### config.mk
export PLATFORM = sky130hd
export DESIGN_NAME = sound_clip_sequencer_flat
export DESIGN_NICKNAME = d
export VERILOG_FILES = /design/src/rtl/sound_pkg.sv /design/src/rtl/sound_clip_sequencer_if.sv /design/src/rtl/clip_arbiter.sv /design/src/rtl/sound_clip_sequencer.sv /design/src/flat_wrapper.sv
export SDC_FILE = /design/constraint.sdc
export NUM_CORES = 1
export LEC_CHECK = 0
export CORE_MARGIN = 2
export CORE_UTILIZATION = 50
export CTS_BUF_LIST = sky130_fd_sc_hd__clkbuf_4 sky130_fd_sc_hd__clkbuf_8 sky130_fd_sc_hd__clkbuf_16
export CTS_CLUSTER_DIAMETER = 40
export DETAILED_ROUTE_END_ITERATION = 6
export MAX_ROUTING_LAYER = met4
export PLACE_DENSITY = 0.9
export SLEW_MARGIN = 25
export SYNTH_ARGS = -nofsm -noshare
export SYNTH_HDL_FRONTEND = slang
export SYNTH_SLANG_ARGS = --single-unit
export TNS_END_PERCENT = 20
### constraint.sdc
create_clock -name CLOCK_50 -period 4 [get_ports CLOCK_50]
set_input_delay 0.8 -clock CLOCK_50 [delete_from_list [all_inputs] [get_ports CLOCK_50]]
set_output_delay 0.8 -clock CLOCK_50 [all_outputs]
set_load 0.01 [all_outputs]
### src/rtl/sound_pkg.sv
`default_nettype none
// +----------------------------------------------------------------------+
// | sound_pkg                                                            |
// | Clip indices, ROM clip map and sequencer state encoding.             |
// | Revision: 1.0                                                        |
// +----------------------------------------------------------------------+
package sound_pkg;

   localparam logic [1:0] CLIP_WIN    = 2'd0;
   localparam logic [1:0] CLIP_DETECT = 2'd1;
   localparam logic [1:0] CLIP_CHEER  = 2'd2;
   localparam logic [1:0] CLIP_MOO    = 2'd3;

   localparam logic [17:0] WIN_START    = 18'd0;
   localparam logic [17:0] WIN_END      = 18'd16395;
   localparam logic [17:0] MOO_START    = 18'd16396;
   localparam logic [17:0] MOO_END      = 18'd66982;
   localparam logic [17:0] DETECT_START = 18'd66983;
   localparam logic [17:0] DETECT_END   = 18'd83254;
   localparam logic [17:0] CHEER_START  = 18'd83255;
   localparam logic [17:0] CHEER_END    = 18'd137138;

   // Packed by clip index: slice [i*18 +: 18] belongs to clip i.
   localparam logic [71:0] CLIP_START_DEF = {MOO_START, CHEER_START, DETECT_START, WIN_START};
   localparam logic [71:0] CLIP_END_DEF   = {MOO_END,   CHEER_END,   DETECT_END,   WIN_END};

   typedef enum logic [1:0] {
      ST_IDLE    = 2'd0,
      ST_FETCH   = 2'd1,
      ST_PRESENT = 2'd2,
      ST_PACE    = 2'd3
   } state_t;

endpackage
`default_nettype wire

### src/rtl/sound_clip_sequencer_if.sv
`default_nettype none
// +----------------------------------------------------------------------+
// | sound_clip_sequencer_if                                              |
// | Event requests, ROM port and audio-controller handshake bundle.      |
// | Revision: 1.0                                                        |
// +----------------------------------------------------------------------+
interface sound_clip_sequencer_if #(
   parameter int ADDR_W = 18,
   parameter int DATA_W = 6
);
   logic [3:0]        req;
   logic              stop;
   logic [ADDR_W-1:0] rom_addr;
   logic [DATA_W-1:0] rom_q;
   logic [31:0]       sample_out;
   logic              sample_valid;
   logic              sample_ready;
   logic              busy;
   logic [1:0]        active_clip;
   logic              clip_done;

   modport master (
      input  req, stop, rom_q, sample_ready,
      output rom_addr, sample_out, sample_valid, busy, active_clip, clip_done
   );

   modport slave (
      output req, stop, rom_q, sample_ready,
      input  rom_addr, sample_out, sample_valid, busy, active_clip, clip_done
   );
endinterface
`default_nettype wire

### src/rtl/clip_arbiter.sv
`default_nettype none
// +----------------------------------------------------------------------+
// | clip_arbiter                                                         |
// | Fixed-priority encoder over pending clips, lowest index wins.        |
// | Revision: 1.0                                                        |
// +----------------------------------------------------------------------+
module clip_arbiter (
   input  logic [3:0] i_pending,
   input  logic [1:0] i_active,
   output logic [1:0] o_grant_idx,
   output logic       o_grant_vld,
   output logic       o_higher
);
   always_comb begin
      o_grant_idx = 2'd0;
      o_grant_vld = |i_pending;
      o_higher    = 1'b0;
      for (int i = 3; i >= 0; i--) begin
         if (i_pending[i]) o_grant_idx = 2'(i);
      end
      for (int i = 0; i < 4; i++) begin
         if (i_pending[i] && (i < int'(i_active))) o_higher = 1'b1;
      end
   end
endmodule
`default_nettype wire

### src/rtl/sound_clip_sequencer.sv
`default_nettype none
// +----------------------------------------------------------------------+
// | sound_clip_sequencer                                                 |
// | Arbitrates clip requests and streams ROM samples at the sample rate. |
// | Revision: 1.0                                                        |
// +----------------------------------------------------------------------+
module sound_clip_sequencer
   import sound_pkg::*;
#(
   parameter int                  ADDR_W     = 18,
   parameter int                  DATA_W     = 6,
   parameter int                  SAMPLE_DIV = 1200,
   parameter int                  ROM_LAT    = 2,
   parameter logic [4*ADDR_W-1:0] CLIP_START = CLIP_START_DEF,
   parameter logic [4*ADDR_W-1:0] CLIP_END   = CLIP_END_DEF
) (
   input  logic                   CLOCK_50,
   input  logic                   resetn,
   sound_clip_sequencer_if.master bus
);
   localparam int c_DIV_W = (SAMPLE_DIV > 1) ? $clog2(SAMPLE_DIV) : 1;
   localparam int c_LAT_W = $clog2(ROM_LAT + 1);

   state_t              r_state, w_state_nxt;
   logic [3:0]          r_pending, w_pending_nxt;
   logic [ADDR_W-1:0]   r_addr, w_addr_nxt;
   logic [DATA_W-1:0]   r_q, w_q_nxt;
   logic                r_valid, w_valid_nxt;
   logic                r_busy, w_busy_nxt;
   logic [1:0]          r_active, w_active_nxt;
   logic                r_done, w_done_nxt;
   logic [c_DIV_W-1:0]  r_div, w_div_nxt;
   logic [c_LAT_W-1:0]  r_lat, w_lat_nxt;

   logic [1:0]          w_grant_idx;
   logic                w_grant_vld;
   logic                w_higher;
   logic [3:0]          w_grant_mask;
   logic [ADDR_W-1:0]   w_grant_start;
   logic [ADDR_W-1:0]   w_active_end;
   logic                w_wrap;
   logic                w_fetch_done;

   clip_arbiter u_arb (
      .i_pending   (r_pending),
      .i_active    (r_active),
      .o_grant_idx (w_grant_idx),
      .o_grant_vld (w_grant_vld),
      .o_higher    (w_higher)
   );

   assign w_grant_mask  = 4'b0001 << w_grant_idx;
   assign w_grant_start = CLIP_START[int'(w_grant_idx)*ADDR_W +: ADDR_W];
   assign w_active_end  = CLIP_END[int'(r_active)*ADDR_W +: ADDR_W];
   assign w_wrap        = (r_div == c_DIV_W'(SAMPLE_DIV - 1));
   // rom_q is stable one cycle after the ROM's own latency has elapsed.
   assign w_fetch_done  = (r_lat == c_LAT_W'(ROM_LAT));

   always_ff @(posedge CLOCK_50) begin
      if (!resetn) r_state <= ST_IDLE;
      else         r_state <= w_state_nxt;
   end

   always_comb begin
      w_state_nxt = r_state;
      if (bus.stop) begin
         w_state_nxt = ST_IDLE;
      end else begin
         case (r_state)
            ST_IDLE:    if (w_grant_vld)      w_state_nxt = ST_FETCH;
            ST_FETCH:   if (w_fetch_done)     w_state_nxt = ST_PRESENT;
            ST_PRESENT: if (bus.sample_ready) w_state_nxt = ST_PACE;
            ST_PACE:    if (w_wrap)           w_state_nxt = (r_addr == w_active_end) ? ST_IDLE : ST_FETCH;
            default:                          w_state_nxt = ST_IDLE;
         endcase
      end
   end

   always_comb begin
      w_pending_nxt = r_pending | bus.req;
      w_addr_nxt    = r_addr;
      w_q_nxt       = r_q;
      w_valid_nxt   = r_valid;
      w_busy_nxt    = r_busy;
      w_active_nxt  = r_active;
      w_done_nxt    = 1'b0;
      w_div_nxt     = (r_busy && !w_wrap) ? r_div + 1'b1 : '0;
      w_lat_nxt     = (r_state == ST_FETCH && !w_fetch_done) ? r_lat + 1'b1 : '0;
      if (bus.stop) begin
         w_pending_nxt = 4'b0000;
         w_valid_nxt   = 1'b0;
         w_busy_nxt    = 1'b0;
         w_div_nxt     = '0;
      end else begin
         case (r_state)
            ST_IDLE: begin
               if (w_grant_vld) begin
                  w_pending_nxt = (r_pending & ~w_grant_mask) | bus.req;
                  w_addr_nxt    = w_grant_start;
                  w_active_nxt  = w_grant_idx;
                  w_busy_nxt    = 1'b1;
               end
            end
            ST_FETCH: begin
               if (w_fetch_done) begin
                  w_q_nxt     = bus.rom_q;
                  w_valid_nxt = 1'b1;
               end
            end
            ST_PRESENT: begin
               if (bus.sample_ready) w_valid_nxt = 1'b0;
            end
            ST_PACE: begin
               if (w_wrap) begin
                  if (r_addr == w_active_end) begin
                     w_done_nxt = 1'b1;
                     w_busy_nxt = 1'b0;
                  end else if (w_higher) begin
                     // Preempted clip is abandoned without a done pulse.
                     w_pending_nxt = (r_pending & ~w_grant_mask) | bus.req;
                     w_addr_nxt    = w_grant_start;
                     w_active_nxt  = w_grant_idx;
                  end else begin
                     w_addr_nxt = r_addr + 1'b1;
                  end
               end
            end
            default: ;
         endcase
      end
   end

   always_ff @(posedge CLOCK_50) begin
      if (!resetn) begin
         r_pending <= 4'b0000;
         r_addr    <= '0;
         r_q       <= '0;
         r_valid   <= 1'b0;
         r_busy    <= 1'b0;
         r_active  <= 2'd0;
         r_done    <= 1'b0;
         r_div     <= '0;
         r_lat     <= '0;
      end else begin
         r_pending <= w_pending_nxt;
         r_addr    <= w_addr_nxt;
         r_q       <= w_q_nxt;
         r_valid   <= w_valid_nxt;
         r_busy    <= w_busy_nxt;
         r_active  <= w_active_nxt;
         r_done    <= w_done_nxt;
         r_div     <= w_div_nxt;
         r_lat     <= w_lat_nxt;
      end
   end

   assign bus.rom_addr     = r_addr;
   assign bus.sample_out   = {r_q, {(32-DATA_W){1'b0}}};
   assign bus.sample_valid = r_valid;
   assign bus.busy         = r_busy;
   assign bus.active_clip  = r_active;
   assign bus.clip_done    = r_done;
endmodule
`default_nettype wire

### src/flat_wrapper.sv
// flat-port wrapper written by rule: the top's interface ports become plain ports
module sound_clip_sequencer_flat import sound_pkg::*;
#(
   parameter int                  ADDR_W     = 18,
   parameter int                  DATA_W     = 6,
   parameter int                  SAMPLE_DIV = 1200,
   parameter int                  ROM_LAT    = 2,
   parameter logic [4*ADDR_W-1:0] CLIP_START = CLIP_START_DEF,
   parameter logic [4*ADDR_W-1:0] CLIP_END   = CLIP_END_DEF
)
  (CLOCK_50, resetn, bus_req, bus_stop, bus_rom_q, bus_sample_ready, bus_rom_addr, bus_sample_out, bus_sample_valid, bus_busy, bus_active_clip, bus_clip_done);
  sound_clip_sequencer_if #(.ADDR_W(ADDR_W), .DATA_W(DATA_W)) bus_i ();
  input  logic CLOCK_50;
  input  logic resetn;
  input wire logic [$bits(bus_i.req)-1:0] bus_req;
  input wire logic [$bits(bus_i.stop)-1:0] bus_stop;
  input wire logic [$bits(bus_i.rom_q)-1:0] bus_rom_q;
  input wire logic [$bits(bus_i.sample_ready)-1:0] bus_sample_ready;
  output wire logic [$bits(bus_i.rom_addr)-1:0] bus_rom_addr;
  output wire logic [$bits(bus_i.sample_out)-1:0] bus_sample_out;
  output wire logic [$bits(bus_i.sample_valid)-1:0] bus_sample_valid;
  output wire logic [$bits(bus_i.busy)-1:0] bus_busy;
  output wire logic [$bits(bus_i.active_clip)-1:0] bus_active_clip;
  output wire logic [$bits(bus_i.clip_done)-1:0] bus_clip_done;
  assign bus_i.req = bus_req;
  assign bus_i.stop = bus_stop;
  assign bus_i.rom_q = bus_rom_q;
  assign bus_i.sample_ready = bus_sample_ready;
  assign bus_rom_addr = bus_i.rom_addr;
  assign bus_sample_out = bus_i.sample_out;
  assign bus_sample_valid = bus_i.sample_valid;
  assign bus_busy = bus_i.busy;
  assign bus_active_clip = bus_i.active_clip;
  assign bus_clip_done = bus_i.clip_done;
  sound_clip_sequencer #(.ADDR_W(ADDR_W), .DATA_W(DATA_W), .SAMPLE_DIV(SAMPLE_DIV), .ROM_LAT(ROM_LAT), .CLIP_START(CLIP_START), .CLIP_END(CLIP_END)) u_core (.CLOCK_50(CLOCK_50), .resetn(resetn), .bus(bus_i));
endmodule
==> run_results.csv <==
group,metric,value,unit
pwr,ir_drop,0.000181,V
route,avgRoutedWirePerCell,13.9,um
layout,drive_gt1_frac,0.0381,
critical_path,critPathLaunchType,"register",
global_routing,gr-total-overflow,0,
layout,diodes,0,
clock_network,cts_buffers,5,
global_routing,gr-usage-all-layers,0.210,
critical_path,rr_endpoint,"u_core.bus.rom_addr[14]",
logic_synthesis,seq_area_frac_synth,0.336,
critical_path,cp.required,4.24,ns
clock_network,cts.sinks,48,
logic_synthesis,synth.distinct_cells,53,
route,remaining_drc_errors,0,
floorplan,die-width,79.7,um
floorplan,fp.dieH,79.7,um
placed_design,dp_hpwl,4710,um
timing,rsz0062_at_grt,"false",
critical_path,cp-end-kind,"register",
critical_path,cp-startpoint,"u_core.bus.active_clip[1]",
timing,fin_tns_setup,0,ns
floorplan,dieArea,6350,um2
worst_hold_path,hp-class,"register to register",
timing,max_slew_margin,0.446,
route,wl,6470,um
placed_design,port_buffers,42,
timing,slew_violations,0,
clock_network,cts-root-buf,"clkbuf_8",
pwr,leakagePower,0.00129,uW
clock_network,post_cts_buffers,0,
job,drv_cap,0,
pwr,pwr_density_cell,296,nW/um2
layout,postLayoutCoreUtil,0.603,
route,firstDrtPassIters,4,
logic_synthesis,yosysWarnings,0,
floorplan,num_io_pins,69,
clock_network,postCtsResizedCells,0,
worst_hold_path,worstHoldStart,"u_core.r_lat[0]",
route,num_vias,2574,
logic_synthesis,ys.flop_type,"dfxtp_1",
logic_synthesis,synthArstFlopShare,0,
timing,worst_slew_pin_slew,0.831,ns
timing,finalHoldViolations,0,
critical_path,timing.rr.start,"u_core.bus.active_clip[1]",
layout,syn_to_final_growth,16.0,%
clock_network,cts_tree,"built",
global_routing,grt_pass1_vias,2346,
clock_network,cts_buffer_depth,2,
timing,fmax,342,MHz
route,ant_nets,0,
timing,finClkSkew,0.00347,ns
timing,post-route-period-util,0.731,
floorplan,core-area,5510,um2
clock_network,cts_hold_buffers,0,
timing,period_minus_slack,2.93,ns
logic_synthesis,synth-edff-count,0,
logic_synthesis,ys_seq_elements,48,
global_routing,grt_pass1_wl,10500,um
logic_synthesis,syn-instance-count,357,
layout,stdcell_count,466,
placed_design,dpl.cell_count,458,
clock_network,clk_latency,0.30,ns
global_routing,antenna_found_initial,0,
logic_synthesis,syn-cell-area,2860,um2
layout,nNetsFinal,421,
critical_path,cp_max_fo,25,
floorplan,initial_core_util,0.520,
logic_synthesis,yosysTopAreaCell,"dfxtp_1",
clock_network,clk_pin_slew_worst_paths,0.09,ns
timing,final-setup-viol-count,0,
floorplan,fp-row-count,27,
logic_synthesis,synth_area_leaders,"dfxtp_1 34%, buf_4 7.1%, ha_1 6.1%",
clock_network,htree_levels,2,
critical_path,critPathKind,"register to register",
logic_synthesis,syn-mean-instance-area,8.02,um2
route,via_per_inst,5.52,
logic_synthesis,synth_top_area_frac,0.336,
critical_path,r2r_setup_slack,1.07,ns
critical_path,r2r.worst_path.cells,9,
route,drt_iter0_drc,207,
critical_path,cp-endpoint,"u_core.bus.rom_addr[14]",
global_routing,grt_start_max_net_pins,39,
critical_path,arrival,3.17,ns
placed_design,routabilityCongestion,0.905,
status,status,"finished clean",
## cells in the final DEF, fill, tap and decap left out, types with 3 or more instances in the layout
| cell type | netlist | routed |
|---|---|---|
| a21oi_1 | 16 | 16 |
| and2_1 | 3 | 3 |
| and3_1 | 8 | 8 |
| clkbuf_8 | 0 | 6 |
| clkdlybuf4s50_1 | 0 | 42 |
| conb_1 | 1 | 26 |
| dfxtp_1 | 48 | 48 |
| ha_1 | 14 | 14 |
| inv_1 | 15 | 15 |
| mux2i_1 | 10 | 10 |
| nand2_1 | 34 | 34 |
| nand2b_1 | 3 | 3 |
| nand3_1 | 18 | 18 |
| nor2_1 | 39 | 39 |
| nor2b_1 | 11 | 11 |
| nor3_1 | 9 | 9 |
| nor3b_1 | 3 | 3 |
| nor4b_1 | 4 | 4 |
| o211ai_1 | 14 | 14 |
| o21ai_0 | 11 | 11 |
| o31ai_1 | 11 | 11 |
| xnor2_1 | 5 | 5 |
| xor2_1 | 6 | 6 |
## flip-flops by register name, indices dropped and copies added (netlist names)
signal	cells
u_core.r_q	6
u_core.bus.clip_done	1
u_core.bus.rom_addr	18
u_core.bus.busy	1
u_core.r_lat	2
u_core.bus.active_clip	2
u_core.r_pending	4
u_core.r_div	11
u_core.r_state	2
u_core.bus.sample_valid	1
## worst min path at each step
stage,to,slack (ns),cells after the start
2_1_floorplan,u_core.r_lat[0],0.39,1
3_3_place_gp,u_core.r_lat[0],0.40,1
3_5_place_dp,u_core.r_lat[0],0.40,1
4_1_cts,u_core.r_lat[0],0.42,1
5_1_grt,u_core.r_lat[0],0.43,1
6_report,u_core.r_lat[0],0.41,1
## layout make-up
type | count | area (um2)
fillers | 520 | 2180
multi-input cells | 280 | 1700
flip-flops and latches | 48 | 961
repair buffers | 43 | 428
well taps | 72 | 90.1
clock buffers | 6 | 82.6
inverters | 15 | 56.3
clock inverters | 2 | 10.0
## logic make-up after synthesis
logic type               Yosys count  synth area share
other                              1           0.00131
flip-flops                        48             0.336
buffers and inverters             54             0.108
multiplexers                      10            0.0350
adder cells (fa/ha/maj)           14            0.0612
AND/OR/NAND/NOR                  149             0.261
AO/OA/AOI/OAI                     70             0.164
XOR/XNOR                          11            0.0336
## critical path, stage by stage (launching register included)
cell and delay [ns]:
dfxtp_1 0.39, inv_1 0.08, ha_1 0.21, inv_1 0.07
a222oi_1 0.70, nand2_2 0.49, or4_1 0.63, o21ai_1 0.09
nand2_1 0.07, o21ai_1 0.13
## cells in the mapped netlist (2+ instances only)
cell type / n
a21boi_0: 2
inv_1: 15
nand2_1: 34
nor2b_1: 11
mux2i_1: 10
and2_1: 3
a21oi_1: 16
or4_1: 2
buf_2: 3
nor3b_1: 3
buf_4: 27
o21ai_1: 2
nor4b_1: 4
or2_2: 2
nor3_1: 9
and3_1: 8
nor4_1: 2
xor2_1: 6
a31oi_1: 2
nor4bb_1: 2
o21ai_0: 11
dfxtp_1: 48
o211ai_1: 14
nand3_1: 18
nand2b_1: 3
clkbuf_1: 7
nand4_1: 2
xnor2_1: 5
o31ai_1: 11
nor2_1: 39
ha_1: 14
## metal layers
metal  routed length, um  track usage  share of wire
met1                2790        0.267           0.43
met5                   0            -              0
met2                3140        0.339           0.49
met3                 445       0.0351          0.069
met4                  89       0.0741          0.014
## power by group
group          internal, uW  switching [uW]  total [uW]
registers               492            23.9         516
clock network           138             163         301
logic                  72.4            94.5         167
total                   702             281         983
## per-stage QoR
stage	power [uW]	setup slack [ns]	hold slack, ns	area (um2)
finish	983	1.07	0.412	3320
global route	1030	0.785	0.427	3320
CTS	984	1.09	0.417	3320
detailed placement	690	1.12	0.405	3220
global placement	685	1.27	0.400	3220
floorplan	652	1.84	0.392	2960
(Power assumes the default switching activity.)
